===== src/rtl/r_shift_sfr_if.sv =====
// rtl/r_shift_sfr_if.sv - control, data and status bundle for the right-shift SFR
interface r_shift_sfr_if #(
    parameter int SIZE  = 32,
    parameter int CNT_W = $clog2(SIZE + 1)
);
    logic             clr;
    logic             load;
    logic [SIZE-1:0]  din;
    logic             right;
    logic             decr;
    logic             arith;
    logic             sin;
    logic             start;
    logic [SIZE-1:0]  Q;
    logic             sout;
    logic             sout_valid;
    logic [CNT_W-1:0] bit_cnt;
    logic             empty;
    logic             ovr;
    logic             busy;
    logic             done;

    modport master (
        output clr, load, din, right, decr, arith, sin, start,
        input  Q, sout, sout_valid, bit_cnt, empty, ovr, busy, done
    );

    modport slave (
        input  clr, load, din, right, decr, arith, sin, start,
        output Q, sout, sout_valid, bit_cnt, empty, ovr, busy, done
    );
endinterface


===== src/rtl/r_shift_sfr.sv =====
// rtl/r_shift_sfr.sv - right-shift SFR: parallel load, LSB-first serial unload, decrement
module r_shift_sfr #(
    parameter int SIZE  = 32,
    parameter int CNT_W = $clog2(SIZE + 1)
) (
    input  logic          clk,
    input  logic          clr_n,
    r_shift_sfr_if.slave  sfr
);
    typedef enum logic [1:0] {IDLE, BUSY, DONE} state_t;

    state_t           state, next_state;
    logic [SIZE-1:0]  q;
    logic             sout_r;
    logic             sout_valid_r;
    logic [CNT_W-1:0] bit_cnt;
    logic             ovr;
    logic             done_r;

    logic             do_load;
    logic             do_shift;
    logic             do_decr;
    logic             set_done;
    logic [SIZE-1:0]  q_dec;
    logic [SIZE-1:0]  src;
    logic             fill;

    // Decrement feeds the shifter so decr+shift in one cycle shifts the decremented value.
    assign q_dec = q - 1'b1;
    assign src   = do_decr ? q_dec : q;
    assign fill  = sfr.arith ? src[SIZE-1] : sfr.sin;

    always_ff @(posedge clk or negedge clr_n) begin
        if (!clr_n) begin
            state <= IDLE;
        end else begin
            state <= next_state;
        end
    end

    always_comb begin
        next_state = state;
        do_load    = 1'b0;
        do_shift   = 1'b0;
        do_decr    = 1'b0;
        set_done   = 1'b0;
        if (sfr.clr) begin
            next_state = IDLE;
        end else begin
            case (state)
                IDLE: begin
                    do_load = sfr.load;
                    if (sfr.start) begin
                        if (sfr.load || bit_cnt != '0) begin
                            next_state = BUSY;
                        end else begin
                            set_done = 1'b1;
                        end
                    end
                    if (!sfr.load) begin
                        do_decr  = sfr.decr;
                        do_shift = sfr.right && !(sfr.start && bit_cnt != '0);
                    end
                end
                BUSY: begin
                    do_shift = 1'b1;
                    if (bit_cnt <= CNT_W'(1)) begin
                        next_state = DONE;
                    end
                end
                DONE: begin
                    next_state = IDLE;
                    set_done   = 1'b1;
                end
                default: next_state = IDLE;
            endcase
        end
    end

    always_ff @(posedge clk or negedge clr_n) begin
        if (!clr_n) begin
            q            <= '0;
            sout_r       <= 1'b0;
            sout_valid_r <= 1'b0;
            bit_cnt      <= '0;
            ovr          <= 1'b0;
            done_r       <= 1'b0;
        end else if (sfr.clr) begin
            q            <= '0;
            sout_r       <= 1'b0;
            sout_valid_r <= 1'b0;
            bit_cnt      <= '0;
            ovr          <= 1'b0;
            done_r       <= 1'b0;
        end else begin
            sout_valid_r <= do_shift;
            done_r       <= set_done;
            if (do_load) begin
                q       <= sfr.din;
                bit_cnt <= CNT_W'(SIZE);
                ovr     <= 1'b0;
            end else if (do_shift) begin
                q      <= {fill, src[SIZE-1:1]};
                sout_r <= src[0];
                // Shifting an empty register still moves Q but flags the underrun.
                if (bit_cnt != '0) begin
                    bit_cnt <= bit_cnt - 1'b1;
                end else begin
                    ovr <= 1'b1;
                end
            end else if (do_decr) begin
                q <= q_dec;
            end
        end
    end

    assign sfr.Q          = q;
    assign sfr.sout       = sout_r;
    assign sfr.sout_valid = sout_valid_r;
    assign sfr.bit_cnt    = bit_cnt;
    assign sfr.empty      = (bit_cnt == '0);
    assign sfr.ovr        = ovr;
    assign sfr.busy       = (state == BUSY);
    assign sfr.done       = done_r;
endmodule

===== src/flat_wrapper.sv =====
// flat-port wrapper written by rule: the top's interface ports become plain ports
module r_shift_sfr_flat 
#(
    parameter int SIZE  = 32,
    parameter int CNT_W = $clog2(SIZE + 1)
)
  (clk, clr_n, sfr_clr, sfr_load, sfr_din, sfr_right, sfr_decr, sfr_arith, sfr_sin, sfr_start, sfr_Q, sfr_sout, sfr_sout_valid, sfr_bit_cnt, sfr_empty, sfr_ovr, sfr_busy, sfr_done);
  r_shift_sfr_if #(.SIZE(SIZE), .CNT_W(CNT_W)) sfr_i ();
  input  logic clk;
  input  logic clr_n;
  input wire logic [$bits(sfr_i.clr)-1:0] sfr_clr;
  input wire logic [$bits(sfr_i.load)-1:0] sfr_load;
  input wire logic [$bits(sfr_i.din)-1:0] sfr_din;
  input wire logic [$bits(sfr_i.right)-1:0] sfr_right;
  input wire logic [$bits(sfr_i.decr)-1:0] sfr_decr;
  input wire logic [$bits(sfr_i.arith)-1:0] sfr_arith;
  input wire logic [$bits(sfr_i.sin)-1:0] sfr_sin;
  input wire logic [$bits(sfr_i.start)-1:0] sfr_start;
  output wire logic [$bits(sfr_i.Q)-1:0] sfr_Q;
  output wire logic [$bits(sfr_i.sout)-1:0] sfr_sout;
  output wire logic [$bits(sfr_i.sout_valid)-1:0] sfr_sout_valid;
  output wire logic [$bits(sfr_i.bit_cnt)-1:0] sfr_bit_cnt;
  output wire logic [$bits(sfr_i.empty)-1:0] sfr_empty;
  output wire logic [$bits(sfr_i.ovr)-1:0] sfr_ovr;
  output wire logic [$bits(sfr_i.busy)-1:0] sfr_busy;
  output wire logic [$bits(sfr_i.done)-1:0] sfr_done;
  assign sfr_i.clr = sfr_clr;
  assign sfr_i.load = sfr_load;
  assign sfr_i.din = sfr_din;
  assign sfr_i.right = sfr_right;
  assign sfr_i.decr = sfr_decr;
  assign sfr_i.arith = sfr_arith;
  assign sfr_i.sin = sfr_sin;
  assign sfr_i.start = sfr_start;
  assign sfr_Q = sfr_i.Q;
  assign sfr_sout = sfr_i.sout;
  assign sfr_sout_valid = sfr_i.sout_valid;
  assign sfr_bit_cnt = sfr_i.bit_cnt;
  assign sfr_empty = sfr_i.empty;
  assign sfr_ovr = sfr_i.ovr;
  assign sfr_busy = sfr_i.busy;
  assign sfr_done = sfr_i.done;
  r_shift_sfr #(.SIZE(SIZE), .CNT_W(CNT_W)) u_core (.clk(clk), .clr_n(clr_n), .sfr(sfr_i));
endmodule

===== config.mk =====
export PLATFORM = sky130hd
export DESIGN_NAME = r_shift_sfr_flat
export DESIGN_NICKNAME = d
export VERILOG_FILES = /design/src/rtl/r_shift_sfr_if.sv /design/src/rtl/r_shift_sfr.sv /design/src/flat_wrapper.sv
export SDC_FILE = /design/constraint.sdc
export NUM_CORES = 1
export LEC_CHECK = 0
export CELL_PAD_IN_SITES_DETAIL_PLACEMENT = 1
export CELL_PAD_IN_SITES_GLOBAL_PLACEMENT = 1
export CORE_UTILIZATION = 36
export CTS_CLUSTER_SIZE = 12
export DETAILED_ROUTE_END_ITERATION = 7
export GPL_ROUTABILITY_DRIVEN = 0
export PLACE_DENSITY_LB_ADDON = 0.05
export SLEW_MARGIN = 30
export SYNTH_ARGS = -nofsm -noshare
export SYNTH_HDL_FRONTEND = slang
export SYNTH_SLANG_ARGS = --single-unit

===== constraint.sdc =====
create_clock -name clk -period 3.2 [get_ports clk]
set_input_delay 0.96 -clock clk [delete_from_list [all_inputs] [get_ports clk]]
set_output_delay 0.96 -clock clk [all_outputs]
set_load 0.03 [all_outputs]

==> flow_summary.ini <==
[clock_tree]
clk_pin_slew_ns = 0.10
cts_buffer_depth = 2
numCtsBuffers = 5
cts_tree = built
h-tree-depth = 2
cts_post_setup_buffers_inserted = 0
insertion_delay_ns = 0.31
cts-hold-fix-buffers = 0
clock-sinks = 44
cts-root-buf = clkbuf_8

[worst_setup_path]
slowest_stage = clkdlybuf4s50_1
cp-start-kind = flip-flop
critPathKind = reg2out
crit_start = u_core.sfr.bit_cnt[2]$_DFFE_PN0P_
worstPathCellList = nor4_2, and2_1, clkdlybuf4s50_1
timing.critical_path.slowest_cell_delay_ns = 0.69
r2r_start = u_core.sfr.Q[14]$_DFF_PN0_
cp_max_fo = 6
end_kind = output port
required_ns = 2.24
arrival_ns = 2.06

[logic_synthesis]
yosysTopAreaCell = dfrtp_1
ys_ff_latch = 44
async_reset_ff_share_pct = 100
synth_top_cell_area_share_pct = 34.7
syn-cell-area_um2 = 3180
synthTopCellsByArea = dfrtp_1 (35%), nand2_1 (5.4%), xor2_1 (4.4%)
yosys_warnings = 0
syn_nets = 432
synth_ff_type = dfrtp_1
yosysUniqueCellTypes = 55
synthCells = 388
synth.avg_cell_area_um2 = 8.18
yosysSeqAreaShare_pct = 34.7
synth_edf_count = 0

[placement]
hpwl_um = 8610
io_buffers = 84

[timing]
max_freq_mhz = 331
finalHoldViolCount = 0
slew_violations = 0
rsz0062_at_grt = false
tns_ns = 0
finalSetupViolations = 0
worst_pin_slew_ns = 0.683
relSlewSlack_pct = 54.0
finClkSkew_ns = 0.0105
fin_crit_ns = 3.02
timing.final.crit_share_pct = 94.4

[drt]
postRouteAntennaNets = 0
dr.pass1.iters = 4
routedWlPerCell_um = 19.0
drt_first_iter_violations = 128
wl_um = 11300
viasPerCell = 5.74
num_vias = 3418
drc_errors = 0

[power_and_ir_drop]
p_int_mw = 1.48
seqPwrFrac_pct = 30.1
powerDensity_nw_per_um2 = 616
combPwrFrac_pct = 53.2
p_leak_nw = 1.78
power.switching_mw = 1.24
peakVddDrop_uv = 282
p_clk_share_pct = 16.6
swShare_pct = 45.7
finalPower_mw = 2.72

[floorplanning]
die-area_um2 = 9200
die_h_um = 95.9
ios = 85
core_region_area_um2 = 8380
fp.dieW_um = 95.9
start_util_pct = 37.9
rows = 33

[run]
drv_cap = 0

[global_route]
grt_pass1_vias = 3593
grt_remaining_overflow = 0
antenna_found_initial = 0
grt_usage_pct = 26.1
grt_pass1_wl_um = 18300
grt_max_degree = 28

[final_layout]
final_cell_mix = clkdlybuf4s50_1 (83), nand2_1 (46), dfrtp_1 (44), nor2_1 (37), buf_4 (33)
fin_nets = 533
drive_gt1_share_pct = 11.4
diodes = 0
area_growth_pct = 39.1
final_common_cell = clkdlybuf4s50_1

[hold_path]
hold_path_startpoint = u_core.sfr.ovr$_DFFE_PN0P_
hp-class = reg2reg

[status]
status = completed
worst max-delay path: cells and delay by family (launching register included):
kind,cells,cell delay (ns)
DFF,1,0.46
and+or+nand+nor,2,0.61
buffers and inverters,1,0.69
power by group through the flow:
stage	clock (mW)	combinational, mW	sequential (mW)
final	0.453	1.45	0.821
after detailed placement	0	1.44	0.826
after floorplan	0	0.718	0.953
after global placement	0	1.41	0.822
after global routing	0.476	1.57	0.839
after CTS	0.464	1.45	0.817
state kept, by name (all words and copies together), names as in the netlist:
name                   count
u_core.state               2
u_core.sfr.Q              32
u_core.sfr.sout_valid      1
u_core.sfr.bit_cnt         6
u_core.sfr.ovr             1
u_core.sfr.done            1
u_core.sfr.sout            1
logic make-up (layout without fill, tap and decap cells):
logic type	count (synthesis)	in the layout	share of synthesized area (%)
AOI/OAI and AO/OA	84	84	17.9
xor gates and xnor gates	29	29	8.00
adders and majority gates	3	3	1.18
buffers and inverters	34	136	4.69
DFF	44	44	34.7
muxes	7	7	2.32
and+or+nand+nor	187	187	31.2
per-stage QoR:
step / hold slack (ns) / instance area, um^2 / instances / worst slack (ns) / utilization, %
2_1_floorplan: 0.530 / 3180 / 388 / 0.370 / -
3_3_place_gp: 0.483 / 4300 / 587 / -0.0124 / 51.3
3_5_place_dp: 0.496 / 4300 / 587 / -0.0551 / 51.3
4_1_cts: 0.517 / 4410 / 595 / 0.0379 / 52.6
5_1_grt: 0.530 / 4420 / 595 / 0.0543 / 52.7
6_report: 0.512 / 4420 / 595 / 0.179 / 52.7
area by class of cell:
cell class | count | area, um^2
fill | 1021 | 3970
multi-input combinational | 310 | 1930
timing repair buffer | 118 | 1100
sequential | 44 | 1100
tap | 105 | 131
clock buffer | 5 | 68.8
clock inverter | 3 | 42.5
inverter | 10 | 37.5
routing by layer:
layer,track usage (%),vias to the layer above,wire length (um)
li1,-,1619,-
met2,46.3,88,5630
met3,3.63,14,417
met1,32.8,1697,5020
met5,0,-,0
met4,7.96,0,206
synth_stat cells (2+ instances only):
cell      instances
a211o_1           2
a211oi_1          6
a21boi_0          2
a21oi_1          21
a22o_1            2
a22oi_1           2
a31oi_1           2
a32o_1            5
and2_1            3
and3_1            2
buf_2             5
buf_4             2
clkbuf_1         16
dfrtp_1          44
ha_1              3
inv_1            10
mux2_2            3
mux2i_1           4
nand2_1          46
nand3_1          23
nand3b_1          3
nand4_1           7
nand4b_1          3
nor2_1           37
nor2b_1           5
nor3_1           19
nor3b_1           5
nor4_1           15
nor4_4            3
o211ai_1          4
o21ai_0          19
o221ai_1          2
o22ai_1           4
or2_2             2
or3_1            10
xnor2_1          13
xor2_1           16
path summary, 6_finish.rpt:
check	slack [ns]	to	depth (start not counted)
setup / recovery	0.18	sfr_empty	3
hold / removal	0.51	u_core.sfr.ovr$_DFFE_PN0P_	2
setup reg to reg	0.53	u_core.sfr.Q[27]$_DFF_PN0_	6
hold reg to reg	0.51	u_core.sfr.ovr$_DFFE_PN0P_	2
max in group asynchronous	1.81	u_core.sfr.Q[10]$_DFF_PN0_	2
min in group asynchronous	0.61	u_core.sfr.Q[22]$_DFF_PN0_	1
what timing repair did:
action                                  CTS  global route
hold endpoints to repair                  0             0
endpoints found under the setup margin    0             1
resized for setup                         0             1
(Power assumes the default switching activity.)
==> edit: new RTL, same settings <==
`SIZE` is set to 32 in 3 places; all go to 64.
--- a/src/rtl/r_shift_sfr_if.sv
+++ b/src/rtl/r_shift_sfr_if.sv
@@ -1,5 +1,5 @@
 // rtl/r_shift_sfr_if.sv - control, data and status bundle for the right-shift SFR
 interface r_shift_sfr_if #(
-    parameter int SIZE  = 32,
+    parameter int SIZE  = 64,
     parameter int CNT_W = $clog2(SIZE + 1)
 );
--- a/src/rtl/r_shift_sfr.sv
+++ b/src/rtl/r_shift_sfr.sv
@@ -1,5 +1,5 @@
 // rtl/r_shift_sfr.sv - right-shift SFR: parallel load, LSB-first serial unload, decrement
 module r_shift_sfr #(
-    parameter int SIZE  = 32,
+    parameter int SIZE  = 64,
     parameter int CNT_W = $clog2(SIZE + 1)
 ) (
--- a/src/flat_wrapper.sv
+++ b/src/flat_wrapper.sv
@@ -2,5 +2,5 @@
 module r_shift_sfr_flat 
 #(
-    parameter int SIZE  = 32,
+    parameter int SIZE  = 64,
     parameter int CNT_W = $clog2(SIZE + 1)
 )
Ports: changed (resized sfr_Q, sfr_bit_cnt and sfr_din); port bits go from 85 to 150. The function was not compared with the original's and may differ.
==> edit against the original RTL <==
Global-route usage rose by 1.6 points. Setup slack got worse by 61 ps. Clock power rose to 2.6 times the old value. Design area rose by 78%. Sequential cell count rose by 33. Power rose by 85%. Cell count rose by 73%. Utilization rose by 1.5 points. Synthesized area rose by 67%. Routed wire length rose by 81%. Count of clock-buffer cells in the layout rose by 7. Critical path type is now primary input to flip-flop. Critical endpoint is now u_core.sfr.Q[56].
==> edit: results (changes against the original RTL) <==
* Outcome: finished, final reports clean
* Diode count at 0 (unchanged)
* Vias in the first global route at 6115 (+70%)
* Clock tree buffer depth at 2 (unchanged)
* Most used DFF post-synth: dfrtp_1
* TritonCTS Buffers at 9 (+4)
* Sw Ratio at 42.3% (-3.5 points)
* Post-Synth Adder-Cell Area at 0.706% (-0.48 points)
* Post-synth net total at 722 (+67%)
* Global-route wire length before repair at 31.9 mm (+74%)
* Deepest level of the CTS H-tree at 3 (+1)
* Post-synthesis compound-gate area fraction at 17.3% (-0.61 points)
* Largest net degree at the start of global routing at 40 (+43%)
* CTS Root Cell: clkbuf_16
* Clock transition at path regs at 60 ps (-40 ps)
* Clock Skew at 5.67 ps (-4.81 ps)
* HPWL after DPL at 15.1 mm (+75%)
* Synth Warn # at 0 (unchanged)
* WL met3 at 1.18 mm (+180%)
* Metal1 wirelength at 8.87 mm (+77%)
* Total leakage power at 3.27 nW (+84%)
* CP max stage cell: or4_2
* Top sig layer: met4
* Share of post-route cells with drive strength above 1 at 13.4% (+2.0 points)
* Mux contribution to synthesized area at 0.942% (-1.4 points)
* CP peak stage delay at 620 ps (-70 ps)
* Setup bufs post-CTS at 0 (unchanged)
* Worst-path fanout max at 12 (+6)
* Global-route usage over all layers at 27.8% (+1.6 points)
* Combinational cell power at 2.47 mW (+70%)
* Peak VDD IR at 0.301 mV (+6.6%)
* Initial antenna violation count at 0 (unchanged)
* Async set or reset register ratio after synthesis at 100% (unchanged)
* Router iterations before antenna repair at 5 (+1)
* Yosys cell types at 59 (+7.3%)
* Met2 WL post-DR at 9.87 mm (+75%)
* Sequential area share after synthesis at 36.3% (+1.6 points)
* Clk_lat worst skew at 350 ps (+40 ps)
* Drt total wl at 20.4 mm (+81%)
* Largest register FFs at 64 (+100%)
* Post-Synth XOR/XNOR Area at 10.4% (+2.4 points)
* Via count at 5859 (+71%)
* Post-Place Cell Area at 0.00751 mm^2 (+75%)
* Data arrival, critical path at 3330 ps (+1270 ps)
* # nets final at 915 (+72%)
* DRC Markers at 0 (unchanged)
* Crit path max-delay family: simple AND/OR/NAND/NOR gates
* Final max-slew violation count at 0 (unchanged)
* Flop+latch power at 1.41 mW (+72%)
* Top post-synthesis cells by count: nand2_1 (90), dfrtp_1 (77), nor2_1 (66)
* Top cells by area, synth: dfrtp_1 (36%), nand2_1 (6.4%), xnor2_1 (5.9%)
* 1st-iter DRT viols at 305 (+140%)
* Slew @ Worst Pin at 569 ps (-115 ps)
* Number of port buffers at 149 (+77%)
* HP Class: flip-flop to flip-flop
* Clk power at 1.16 mW (+160%)
==> edit: cell types whose count changed after synthesis, moves of 8 or more <==
cell	change
nand2_1	+44
dfrtp_1	+33
nor2_1	+29
xnor2_1	+23
clkbuf_1	+16
a21oi_1	+15
o21ai_0	+12
xor2_1	+11
nor3_1	+10
a32o_1	+8
==> edit: layout make-up <==
| type | instances | area (um^2) |
|---|---|---|
| Clock buffer | 12 | 256 |
| Clock inverter | 4 | 70.1 |
| Fill cell | 1703 | 6630 |
| Inverter | 9 | 33.8 |
| Multi-Input combinational cell | 517 | 3200 |
| Sequential cell | 77 | 1930 |
| Tap cell | 184 | 230 |
| Timing Repair Buffer | 225 | 2140 |
==> edit: routing by layer <==
metal / vias up / global-route usage, %
met3: 34 / 6.00
met5: - / 0
met2: 209 / 47.4
met4: 0 / 9.41
li1: 2725 / -
met1: 2891 / 34.5
==> edit: repair_timing <==
action,CTS,global route
endpoints found under the setup margin,1,2
endpoints found under the hold margin,0,0
resized for setup,1,2
pin swaps,0,1
==> edit: through the flow <==
step	cells	setup TNS [ps]	worst slack (ps)
final	1028	0	118
after CTS	1028	0	20.4
after floorplan	646	0	285
after detailed placement	1012	-4790	-240
after global routing	1028	0	39.2
after global placement	1012	-2410	-155
==> edit: worst paths after layout <==
check                              endpoint  slack [ps]             startpoint  depth (start not counted)
min in group asynchronous  u_core.sfr.Q[16]         600                  clr_n                          1
setup / recovery           u_core.sfr.Q[56]         120               sfr_load                          9
max in group asynchronous  u_core.sfr.Q[52]        1970                  clr_n                          2
hold reg to reg              u_core.sfr.ovr         510         u_core.sfr.ovr                          2
setup reg to reg           u_core.sfr.Q[56]         250  u_core.sfr.bit_cnt[0]                         10
hold / removal               u_core.sfr.ovr         510         u_core.sfr.ovr                          2
